==> src/rtl/rv32i_pkg.sv <==
// Shared RV32I decode definitions: immediate format selects and datapath width.
package rv32i_pkg;

  localparam int XLEN = 32;

  typedef enum logic [2:0] {
    IMM_U = 3'd0,
    IMM_J = 3'd1,
    IMM_I = 3'd2,
    IMM_B = 3'd3,
    IMM_S = 3'd4
  } immsel_e;

endpackage

==> src/rtl/imm_decode.sv <==
// Combinational RV32I immediate extractor: pure bit selection and sign replication.
module imm_decode
  import rv32i_pkg::*;
(
  input  logic [XLEN-1:0] inst_i,
  input  logic [2:0]      sel_i,
  output logic [XLEN-1:0] imm_o
);

  logic sign;
  // Opcode bits never contribute to any immediate.
  logic unused_opcode;

  assign sign          = inst_i[31];
  assign unused_opcode = ^inst_i[6:0];

  always_comb begin
    imm_o = '0;
    case (sel_i)
      IMM_U: imm_o = {inst_i[31:12], 12'b0};
      IMM_J: imm_o = {{11{sign}}, sign, inst_i[19:12], inst_i[20], inst_i[30:21], 1'b0};
      IMM_I: imm_o = {{20{sign}}, inst_i[31:20]};
      IMM_B: imm_o = {{19{sign}}, sign, inst_i[7], inst_i[30:25], inst_i[11:8], 1'b0};
      IMM_S: imm_o = {{20{sign}}, inst_i[31:25], inst_i[11:7]};
      default: imm_o = '0;
    endcase
  end

endmodule

==> src/rtl/imm_gen.sv <==
// Registered immediate generator: decodes on in_valid and presents the result one cycle later.
module imm_gen
  import rv32i_pkg::*;
(
  input  logic            clk,
  input  logic            rst_n,
  input  logic [XLEN-1:0] inst_imm,
  input  logic [2:0]      immsel_g,
  input  logic            in_valid,
  output logic [XLEN-1:0] immgen_out,
  output logic            out_valid
);

  logic [XLEN-1:0] decoded;
  logic [XLEN-1:0] imm_d, imm_q;
  logic            valid_d, valid_q;

  imm_decode u_decode (
    .inst_i (inst_imm),
    .sel_i  (immsel_g),
    .imm_o  (decoded)
  );

  // The immediate holds across idle cycles; only the strobe drops.
  always_comb begin
    imm_d   = in_valid ? decoded : imm_q;
    valid_d = in_valid;
  end

  always_ff @(posedge clk or negedge rst_n) begin
    if (!rst_n) begin
      imm_q   <= '0;
      valid_q <= 1'b0;
    end else begin
      imm_q   <= imm_d;
      valid_q <= valid_d;
    end
  end

  assign immgen_out = imm_q;
  assign out_valid  = valid_q;

endmodule

==> config.mk <==
export PLATFORM = sky130hd
export DESIGN_NAME = imm_gen
export DESIGN_NICKNAME = d
export VERILOG_FILES = /design/src/rtl/rv32i_pkg.sv /design/src/rtl/imm_decode.sv /design/src/rtl/imm_gen.sv
export SDC_FILE = /design/constraint.sdc
export NUM_CORES = 1
export LEC_CHECK = 0
export ABC_AREA = 1
export CAP_MARGIN = 20
export CORE_ASPECT_RATIO = 0.9
export CORE_MARGIN = 10
export CORE_UTILIZATION = 41
export DETAILED_ROUTE_END_ITERATION = 10
export GPL_TIMING_DRIVEN = 0
export PLACE_DENSITY = 0.79
export SYNTH_ARGS = -nofsm -noshare
export SYNTH_HDL_FRONTEND = slang
export SYNTH_SLANG_ARGS = --single-unit
==> constraint.sdc <==
create_clock -name clk -period 0.98 [get_ports clk]
set_clock_uncertainty 0.2 [all_clocks]
set_input_delay 0.196 -clock clk [delete_from_list [all_inputs] [get_ports clk]]
set_output_delay 0.196 -clock clk [all_outputs]
set_load 0.02 [all_outputs]
### After elaboration in Yosys (flattened, before gate mapping)

Cells that the tools add are included.

* register bits after elaboration: 33
* latch bits: 0
* bits in writable memories: 0
* ROM bits: 0
* bits of input ports: 38
* word-level logic and storage cells: 8
* memories kept: 0

* $add $sub $neg: 0
* multipliers: 0
* divide/modulo/power cells: 0
* order comparisons: 0
* equality and inequality tests: 4
* shifts and indexed selects: 0
* mux-type cells: 1
* bitwise operators: 0
* reduce and logical (&&, ||, !) cells: 1

Operators with widths (number)
* 32-bit one-hot mux with 5 select lines: 1
* 3-bit by 2-bit equality test with 1-bit output (second input constant): 2
* 3-bit by 1-bit equality test with 1-bit output (second input constant): 1
* 3-bit equality test (second input constant): 1
* 3-bit logical NOT: 1

### Depth between registers and ports, before layout

Gate-level depths: netlist (run 1).

* depth in word-level cells: 2
* depth in mapped cells: 8
* gate-level depth less buffers: 8

### Cells and area by module

A second synthesis (run 1) with hierarchy kept.

* cell total of the unflattened synthesis: 230
* area total of the unflattened synthesis: 1744.2 µm²

By module, submodules not included
* imm_gen: times used 1, cells each 137, area an instance 1317.5 µm², seq. area each 825.8 µm²
* imm_decode: times used 1, cells each 93, area an instance 426.7 µm², seq. area each 0.0 µm²

### Least setup slack after synthesis (run 1)

Ideal clock, no wire load.

* path type: input -> register
* start: input immsel_g[1]
* end: register imm_q[20] (netlist: immgen_out[20])
* setup time: 0.080 ns
* data arrival time: 0.790 ns
* data required time: 0.700 ns
* path slack: -0.091 ns
* cell stages on the path: 6
* cells stage by stage: nor2_4 > nor2_2 > nor2_4 > nand3_2 > buf_6 > o211ai_2

* cells in the longest elaborated chain, start to end: 2
* elaborated cells on any way between the ends: 6
* those cells by class: eq/ne (4); mux (1); reduce/logical (1)

RTL lines
* start, declared: line imm_gen.sv:8 `input logic [2:0] immsel_g,`
* 3-bit equality test, or another cell as far along: line imm_decode.sv:19 `case (sel_i)`
* 32-bit one-hot mux with 5 select lines *: line imm_decode.sv:19
* end signal, assigned: line imm_gen.sv:35 `imm_q <= imm_d;`
* end, declared: line imm_gen.sv:15 `logic [XLEN-1:0] imm_d, imm_q;`

Mark *: on every way between the ends. The rest lies on a longest branch, timed or not.
A chain may end at the register's enable or synchronous reset.

### Worst setup path in the final report (run 1)

* start: register imm_q[26] (netlist: immgen_out[26])
* end: output immgen_out[26]

RTL lines
* end, declared: line imm_gen.sv:10 `output logic [XLEN-1:0] immgen_out,`

No word-level cell between the ends.

==> flow_metrics.env, run 1 <==
export IMPL_gr_total_overflow=0
export IMPL_clk_insertion_delay_late_ns=0.29
export IMPL_synth_common_cells="nand2_1 (89), dfrtp_1 (33), inv_1 (10)"
export IMPL_post_synth_top_area_cell="dfrtp_1"
export IMPL_area_growth_pct=85.75
export IMPL_die_x_um=85.44
export IMPL_multiInputGateArea_um2=920.9
export IMPL_leakage_uw=0.001518
export IMPL_routed_wl_um=6221
export IMPL_finalSetupViolCount=64
export IMPL_io_buffers=63
export IMPL_firstDrtPassIters=4
export IMPL_setup_slack_ns=-0.2485
export IMPL_finalCritPeriodShare_pct=125.4
export IMPL_clkPwrFrac_pct=27.9
export IMPL_p_seq_share_pct=40.0
export IMPL_grt_usage_pct=14.02
export IMPL_grt_pass1_vias=1486
export IMPL_synth_cells=183
export IMPL_required_ns=0.58
export IMPL_peakVddDrop_uv=1136
export IMPL_path_class="reg2out"
export IMPL_yosysTopAreaCellShare_pct=52.26
export IMPL_start_util_pct=42.35
export IMPL_max_slew_margin_rel_pct=51.19
export IMPL_fmax_ghz=0.8140
export IMPL_grt_pass1_wl_um=7562
export IMPL_clk_path_buf_depth=2
export IMPL_synthArstFlopShare_pct=100.0
export IMPL_synth_ff_type="dfrtp_1"
export IMPL_failed_checks="negative hold slack, negative setup slack"
export IMPL_dr_total_vias=1673
export IMPL_postRouteAntennaNets=0
export IMPL_boundaryPins=71
export IMPL_chipHeight_um=78.90
export IMPL_worst_pin_slew_ns=0.7321
export IMPL_path_buf_inv=1
export IMPL_rsz0062_at_grt="yes"
export IMPL_p_per_area_mw_per_mm2=1368
export IMPL_seq_area_frac_synth_pct=52.26
export IMPL_viasPerCell=5.196
export IMPL_dpl_worst_slack_ns=-0.8380
export IMPL_drc_errors=0
export IMPL_p_sw_uw=1249
export IMPL_grt_max_degree=34
export IMPL_drive_gt1_share_pct=50.00
export IMPL_ys_warn_count=0
export IMPL_ys_ff_latch=33
export IMPL_synth_cell_types=22
export IMPL_worstSetupStartpointType="flip-flop"
export IMPL_cpMaxStageDelayCell="dfrtp_1"
export IMPL_dp_hpwl_um=3472
export IMPL_slew_violations=0
export IMPL_crit_arrival_ns=0.83
export IMPL_worstPathMaxFanout=2
export IMPL_rrSetupSlack_ns=-0.07
export IMPL_synthesis_area_mm2=0.001580
export IMPL_wire_per_inst_um=19.32
export IMPL_cts_made_buffers=5
export IMPL_yosysMostFrequentCell="nand2_1"
export IMPL_cp_slowest_stage_delay_ns=0.40
export IMPL_hold_violations=33
export IMPL_clk_root_buffer_cell="clkbuf_8"
export IMPL_crit_family="flip-flops"
export IMPL_htree_num_levels=2
export IMPL_path_cells="buf_6"
export IMPL_synth_nets=221
export IMPL_clkTransAtPathRegs_ns=0.07
export IMPL_die_area_mm2=0.006741
export IMPL_hold_path_class="in2async"
export IMPL_swShare_pct=31.11
export IMPL_seq_area_um2=827.0
export IMPL_final_cells=322
export IMPL_holdWs_ns=-0.2365
export IMPL_numClockSinks=33
export IMPL_place_inst=292
export IMPL_gp_routability_congestion=0.7937
export IMPL_endpoint_kind="output port"
export IMPL_first_iter_violations=82
export IMPL_n_fill_cell=215
export IMPL_row_count=21
export IMPL_synthTopCellsByArea="dfrtp_1 (52%), nand2_1 (21%), o211ai_2 (4.8%)"
export IMPL_core_area_mm2=0.003731
export IMPL_p_int_uw=2766
export IMPL_comb_power_share_pct=32.0
export IMPL_synth_avg_cell_area_um2=8.635
export IMPL_status="finished with violations"
export IMPL_antenna_found_initial=0
export IMPL_tritoncts="built"
export IMPL_fin_nets=313
export IMPL_min_period_ns=1.229
export IMPL_synth_edf_count=0
export IMPL_antenna_cells=0
export IMPL_cap_viol_max_count=0
worst reg2reg max path, cell delays in order (launching register included):
cell     delay, ns
dfrtp_1       0.40
buf_4         0.14
nand2_1       0.10
o31ai_2       0.09
kinds of logic (layout without fill, tap and decap cells):
logic type / count (synthesis) / after routing / synth area share [%]
and+or+nand+nor: 114 / 114 / 32.30
DFF: 33 / 33 / 52.26
buffers and inverters: 19 / 112 / 5.780
AOI/OAI and AO/OA: 17 / 17 / 9.659
path summary, 6_finish.rpt:
check,endpoint,start,cells past startpoint
worst max-delay path,immgen_out[26],immgen_out[26]$_DFFE_PN0P_,1
worst min-delay path,immgen_out[26]$_DFFE_PN0P_,rst_n,1
worst max register to register,immgen_out[10]$_DFFE_PN0P_,immgen_out[10]$_DFFE_PN0P_,3
worst min register to register,immgen_out[13]$_DFFE_PN0P_,immgen_out[13]$_DFFE_PN0P_,2
max in group asynchronous,immgen_out[31]$_DFFE_PN0P_,rst_n,1
min in group clk,immgen_out[25]$_DFFE_PN0P_,in_valid,4
metrics by stage:
step                cell area (um2)  TNS [ns]  power (uW)  utilization [%]
finish                         2935    -10.80        4015            78.67
global route                   2935    -12.75        4174            78.67
CTS                            2606    -8.156        3829            69.85
detailed placement             2293    -36.76        2564            61.47
global placement               2298    -73.30        2552            61.60
floorplan                      1610    -1.353        2045                -
routing by layer:
metal / vias up / track usage [%] / part of all wire, %
met5: - / 0 / 0
met4: 0 / 5.428 / 2.3
met3: 14 / 4.592 / 6.3
met2: 61 / 23.50 / 53
met1: 828 / 16.23 / 38
li1: 770 / - / -
power by group through the flow:
stage               sequential [uW]  clock (uW)  combinational (uW)
global route                   1620        1190                1360
detailed placement             1590           0                 971
CTS                            1600        1140                1090
floorplan                      1770           0                 280
finish                         1610        1120                1290
global placement               1590           0                 962
cells in the final DEF (no fill, tap or decap), drive strengths merged:
cell            n
dfrtp          33
nand3          14
buf            60
clkbuf         13
inv            11
clkdlybuf4s50  22
o211ai          7
nand2          94
dlygate4sd3     1
dlygate4sd2     2
a22o            1
o31ai           6
o21ai           2
nor2            6
o22ai           1
clkinv          2
dlymetal6s2s    1
registers in the layout (all words and copies together), names as in the netlist:
signal      count
out_valid       1
immgen_out     32
what timing repair did:
action | 4_1_cts | 5_1_grt
setup buffers | 10 | 13
pin swaps | 10 | 29
gates cloned | 1 | 1
hold endpoints to repair | 33 | 34
setup endpoints to repair | 65 | 65
resized for setup | 241 | 59
area by class of cell:
type | count | share of cell area, %
repair buffers | 85 | 30.48
flip-flops and latches | 33 | 28.18
well taps | 46 | 1.961
plain buffers | 7 | 2.344
clock inverters | 1 | 0.1705
multi-input cells | 131 | 31.37
clock buffers | 7 | 3.282
inverters | 12 | 2.217
(Power assumes the default switching activity.)
==> inputs of run 2 (changes only) <==
- CORE_MARGIN: 10 -> 2
==> run 2 against run 1 <==
Net effect:
- the run still ends with negative hold slack, negative setup slack left
- combinational power increased by 5%
- critical path type unchanged
- register-to-register slack got worse by 0.03 ns
- cell count increased by 3.1%
==> flow_metrics.env, run 2 (synthesized netlist as in run 1, its figures left out) <==
export IMPL_clk_path_buf_depth=2
export IMPL_core_area_mm2=0.003705
export IMPL_final_common_cell="nand2_1"
export IMPL_required_ns=0.58
export IMPL_cp_slowest_stage_delay_ns=0.42
export IMPL_die_x_um=69.44
export IMPL_path_buf_inv=1
export IMPL_endpoint_kind="output port"
export IMPL_worstPathMaxFanout=2
export IMPL_worstSetupStartpointType="flip-flop"
export IMPL_n_fill_cell=196
export IMPL_crit_family="flip-flops"
export IMPL_holdWs_ns=-0.2288
export IMPL_dp_hpwl_um=2907
export IMPL_r2r_end="immgen_out[28]$_DFFE_PN0P_"
export IMPL_reg2reg_from="immgen_out[28]$_DFFE_PN0P_"
export IMPL_grt_pass1_vias=1542
export IMPL_rsz0062_at_grt="yes"
export IMPL_row_count=21
export IMPL_clk_root_buffer_cell="clkbuf_8"
export IMPL_area_growth_pct=93.11
export IMPL_slew_violations=0
export IMPL_routed_wl_um=5382
export IMPL_antenna_found_initial=0
export IMPL_cp_num_cells=1
export IMPL_io_buffers=63
export IMPL_dpl_worst_slack_ns=-0.8334
export IMPL_seq_area_um2=827.0
export IMPL_numClockSinks=33
export IMPL_wire_per_inst_um=16.21
export IMPL_max_slew_margin_rel_pct=51.15
export IMPL_chipHeight_um=62.90
export IMPL_cts_made_buffers=5
export IMPL_path_cells="buf_6"
export IMPL_failed_checks="negative hold slack, negative setup slack"
export IMPL_boundaryPins=71
export IMPL_final_cells=332
export IMPL_crit_arrival_ns=0.86
export IMPL_gr_total_overflow=0
export IMPL_grt_max_degree=34
export IMPL_finalCritPeriodShare_pct=127.9
export IMPL_gp_routability_congestion=0.8454
export IMPL_setup_slack_ns=-0.2732
export IMPL_fmax_ghz=0.7980
export IMPL_cpMaxStageDelayCell="dfrtp_1"
export IMPL_p_per_area_mw_per_mm2=1310
export IMPL_hold_violations=33
export IMPL_grt_usage_pct=21.54
export IMPL_mostFrequentLayoutCells="nand2_1 (67), buf_6 (45), dfrtp_1 (32), clkdlybuf4s50_1 (22)"
export IMPL_hold_path_class="in2async"
export IMPL_die_area_mm2=0.004367
export IMPL_peakVddDrop_uv=1005
export IMPL_worst_pin_slew_ns=0.7328
export IMPL_antenna_cells=0
export IMPL_firstDrtPassIters=4
export IMPL_dr_total_vias=1677
export IMPL_fin_nets=324
export IMPL_clk_insertion_delay_late_ns=0.28
export IMPL_viasPerCell=5.051
export IMPL_rrSetupSlack_ns=-0.10
export IMPL_min_period_ns=1.253
export IMPL_start_util_pct=42.65
export IMPL_clkTransAtPathRegs_ns=0.07
export IMPL_place_inst=292
export IMPL_cap_viol_max_count=0
export IMPL_finalSetupViolCount=62
export IMPL_grt_pass1_wl_um=7424
export IMPL_drive_gt1_share_pct=50.70
export IMPL_status="finished with violations"
export IMPL_leakage_uw=0.001542
export IMPL_postRouteAntennaNets=0
export IMPL_multiInputGateArea_um2=930.9
export IMPL_path_class="reg2out"
export IMPL_first_iter_violations=109
export IMPL_tritoncts="built"
export IMPL_worstRegToRegCells=4
export IMPL_drc_errors=0
export IMPL_htree_num_levels=2
export IMPL_largest_reg_flops=32
-- run 2: area by class of cell --
cell class | count | share of cell area (%)
buffer | 7 | 2.173
clock buffer | 7 | 2.829
inverter | 12 | 2.378
multi-input combinational | 131 | 30.50
sequential | 33 | 27.10
tap | 46 | 1.886
timing repair buffer | 96 | 33.13
-- run 2: routing by layer --
| metal | vias up | part of all wire, % | GRT usage, % |
|---|---|---|---|
| met5 | - | 0 | 0 |
| met4 | 0 | 2.6 | 7.353 |
| met3 | 15 | 4.3 | 4.194 |
| met2 | 64 | 51 | 35.58 |
| met1 | 808 | 42 | 28.35 |
| li1 | 790 | - | - |
-- run 2: worst max path at each step --
stage / startpoint / endpoint
after floorplan: immsel_g[1] / immgen_out[20]$_DFFE_PN0P_
after detailed placement: immsel_g[1] / immgen_out[9]$_DFFE_PN0P_
after global routing: immgen_out[17]$_DFFE_PN0P_ / immgen_out[17]
final: immgen_out[17]$_DFFE_PN0P_ / immgen_out[17]
after global placement: rst_n / immgen_out[31]$_DFFE_PN0P_
after CTS: immgen_out[9]$_DFFE_PN0P_ / immgen_out[9]
-- run 2: where the power goes --
part           internal [uW]  switching [uW]
registers               1500             108
clock network            557             476
logic                    702             653
total                   2760            1240
-- run 2: repair_timing --
| item | 4_1_cts | 5_1_grt |
|---|---|---|
| buffers inserted | 17 | 17 |
| endpoints found under the hold margin | 33 | 34 |
| setup endpoints to repair | 65 | 65 |
| cloned | 1 | 1 |
| pin swaps | 10 | 20 |
| gates resized for setup | 247 | 61 |
-- run 2: stage by stage --
step	setup TNS, ns	cell area (um2)	util [%]	total power (uW)
after floorplan	-1.353	1610	-	2045
after global routing	-11.83	3052	82.37	4177
after global placement	-71.95	2298	62.04	2534
after detailed placement	-36.29	2293	61.90	2548
final	-10.13	3052	82.37	3997
after CTS	-8.192	2678	72.27	3765
==> inputs of run 3 (changes only) <==
- CORE_ASPECT_RATIO: 0.9 -> unset
- CORE_UTILIZATION: 41 -> 37
- PLACE_DENSITY: 0.79 -> 0.75
- clock period: 0.98 -> 1.1 ns (I/O delays scaled with it)
==> run 3 against run 2 <==
Net effect:
- the flow still finishes with violations (negative hold slack, negative setup slack)
- cell count down 1.5%
- sequential share of layout area up 2.4 points
- clock power up 17%
- routed wire length down 8.7%
- cell area down 8.2%
- combinational power down 21%
==> flow_metrics.env, run 3 (synthesized netlist as in run 1, its figures left out) <==
export IMPL_antenna_found_initial=0
export IMPL_holdWs_ns=-0.2170
export IMPL_mostFrequentLayoutCells="nand2_1 (83), buf_6 (39), dfrtp_1 (33), clkdlybuf4s50_1 (24), buf_4 (18)"
export IMPL_drc_errors=0
export IMPL_die_x_um=69.35
export IMPL_wire_per_inst_um=15.02
export IMPL_clk_path_buf_depth=2
export IMPL_viasPerCell=4.850
export IMPL_cp_slowest_stage_delay_ns=0.41
export IMPL_required_ns=0.68
export IMPL_slew_violations=0
export IMPL_tritoncts="built"
export IMPL_crit_arrival_ns=0.85
export IMPL_clk_root_buffer_cell="clkbuf_8"
export IMPL_seq_area_um2=825.8
export IMPL_grt_usage_pct=18.69
export IMPL_dp_hpwl_um=2981
export IMPL_rsz0062_at_grt="yes"
export IMPL_start_util_pct=38.95
export IMPL_clkTransAtPathRegs_ns=0.08
export IMPL_cpMaxStageDelayCell="dfrtp_1"
export IMPL_postRouteAntennaNets=0
export IMPL_hold_violations=33
export IMPL_final_common_cell="nand2_1"
export IMPL_finalSetupViolCount=37
export IMPL_largest_reg_flops=32
export IMPL_core_area_mm2=0.004058
export IMPL_worstSetupStartpointType="flip-flop"
export IMPL_n_fill_cell=277
export IMPL_finalCritPeriodShare_pct=115.5
export IMPL_p_per_area_mw_per_mm2=1317
export IMPL_routed_wl_um=4912
export IMPL_endpoint_kind="output port"
export IMPL_status="finished with violations"
export IMPL_finalSetupTns_ns=-4.726
export IMPL_row_count=23
export IMPL_crit_family="flip-flops"
export IMPL_firstDrtPassIters=4
export IMPL_cap_viol_max_count=0
export IMPL_numClockSinks=33
export IMPL_leakage_uw=0.001478
export IMPL_htree_num_levels=2
export IMPL_grt_pass1_wl_um=7169
export IMPL_cts_made_buffers=5
export IMPL_clk_insertion_delay_late_ns=0.28
export IMPL_peakVddDrop_uv=773.9
export IMPL_max_slew_margin_rel_pct=51.56
export IMPL_setup_slack_ns=-0.1710
export IMPL_grt_max_degree=34
export IMPL_multiInputGateArea_um2=797.0
export IMPL_failed_checks="negative hold slack, negative setup slack"
export IMPL_path_class="reg2out"
export IMPL_gp_routability_congestion=0.7825
export IMPL_chipHeight_um=69.35
export IMPL_path_buf_inv=1
export IMPL_die_area_mm2=0.004809
export IMPL_area_growth_pct=77.20
export IMPL_dpl_worst_slack_ns=-0.7235
export IMPL_first_iter_violations=81
export IMPL_io_buffers=63
export IMPL_grt_pass1_vias=1521
export IMPL_boundaryPins=71
export IMPL_drive_gt1_share_pct=41.16
export IMPL_path_cells="buf_6"
export IMPL_fmax_ghz=0.7868
export IMPL_hold_path_class="in2async"
export IMPL_worstPathMaxFanout=2
export IMPL_antenna_cells=0
export IMPL_gr_total_overflow=0
export IMPL_worst_pin_slew_ns=0.7266
export IMPL_fin_nets=314
export IMPL_dr_total_vias=1586
export IMPL_min_period_ns=1.271
## run 3: changes by cell type in the layout (fill, tap and decap cells not counted), sizes merged
| cell | before | now |
|---|---|---|
| clkdlybuf4s15 | 0 | 1 |
| dlygate4sd3 | 1 | 0 |
| clkbuf | 12 | 13 |
| clkdlybuf4s50 | 22 | 24 |
| buf | 72 | 61 |
| bufinv | 0 | 1 |
| clkinv | 2 | 0 |
| inv | 10 | 12 |
| dlygate4sd2 | 2 | 1 |
| dlymetal6s2s | 1 | 0 |
## run 3: final timing paths
check | from | endpoint | slack, ns | cells past startpoint
setup / recovery | immgen_out[9]$_DFFE_PN0P_ | immgen_out[9] | -0.17 | 1
hold / removal | rst_n | immgen_out[7]$_DFFE_PN0P_ | -0.22 | 1
setup reg to reg | immgen_out[25]$_DFFE_PN0P_ | immgen_out[25]$_DFFE_PN0P_ | 0.01 | 3
hold reg to reg | immgen_out[15]$_DFFE_PN0P_ | immgen_out[15]$_DFFE_PN0P_ | 0.31 | 2
max in group asynchronous | rst_n | immgen_out[5]$_DFFE_PN0P_ | 0.45 | 1
min in group clk | in_valid | out_valid$_DFF_PN0_ | 0.02 | 1
## run 3: final cells by class
class                           instances  area share [%]
Multi-Input combinational cell        131           28.46
Sequential cell                        33           29.49
Clock buffer                            7           3.083
Clock inverter                          1           1.072
Buffer                                  7           2.279
Tap cell                               50           2.234
Inverter                               12           1.877
Timing Repair Buffer                   86           31.50
## run 3: per-layer routing
layer | wire length, um | track usage (%) | vias up | part of all wire (%)
met2 | 2512 | 30.98 | 50 | 51
met4 | 126 | 7.843 | 0 | 2.6
met3 | 209 | 2.907 | 13 | 4.3
li1 | - | - | 766 | -
met1 | 2065 | 24.30 | 757 | 42
met5 | 0 | 0 | - | 0
## run 3: per-stage QoR
step,instance area [um2],std cells,util (%),power [uW],hold slack [ns]
2_1_floorplan,1580,183,-,1812,-0.2756
3_3_place_gp,2273,296,56.03,2251,0.2612
3_5_place_dp,2268,296,55.91,2263,0.1234
4_1_cts,2562,315,63.15,3573,-0.1830
5_1_grt,2800,327,69.01,3829,-0.1512
6_report,2800,327,69.01,3688,-0.2170
## run 3: what timing repair did
action	4_1_cts	5_1_grt
pin swaps	2	7
setup buffers	11	11
endpoints found under the setup margin	65	62
gates cloned	0	2
resized for setup	229	34
hold endpoints to repair	33	33
## run 3: power breakdown
group          leakage, uW  internal (uW)  switching (uW)  total [uW]
logic             0.000994            543             518        1060
clock network    0.0000585            739             459        1200
registers         0.000426           1340            93.3        1430
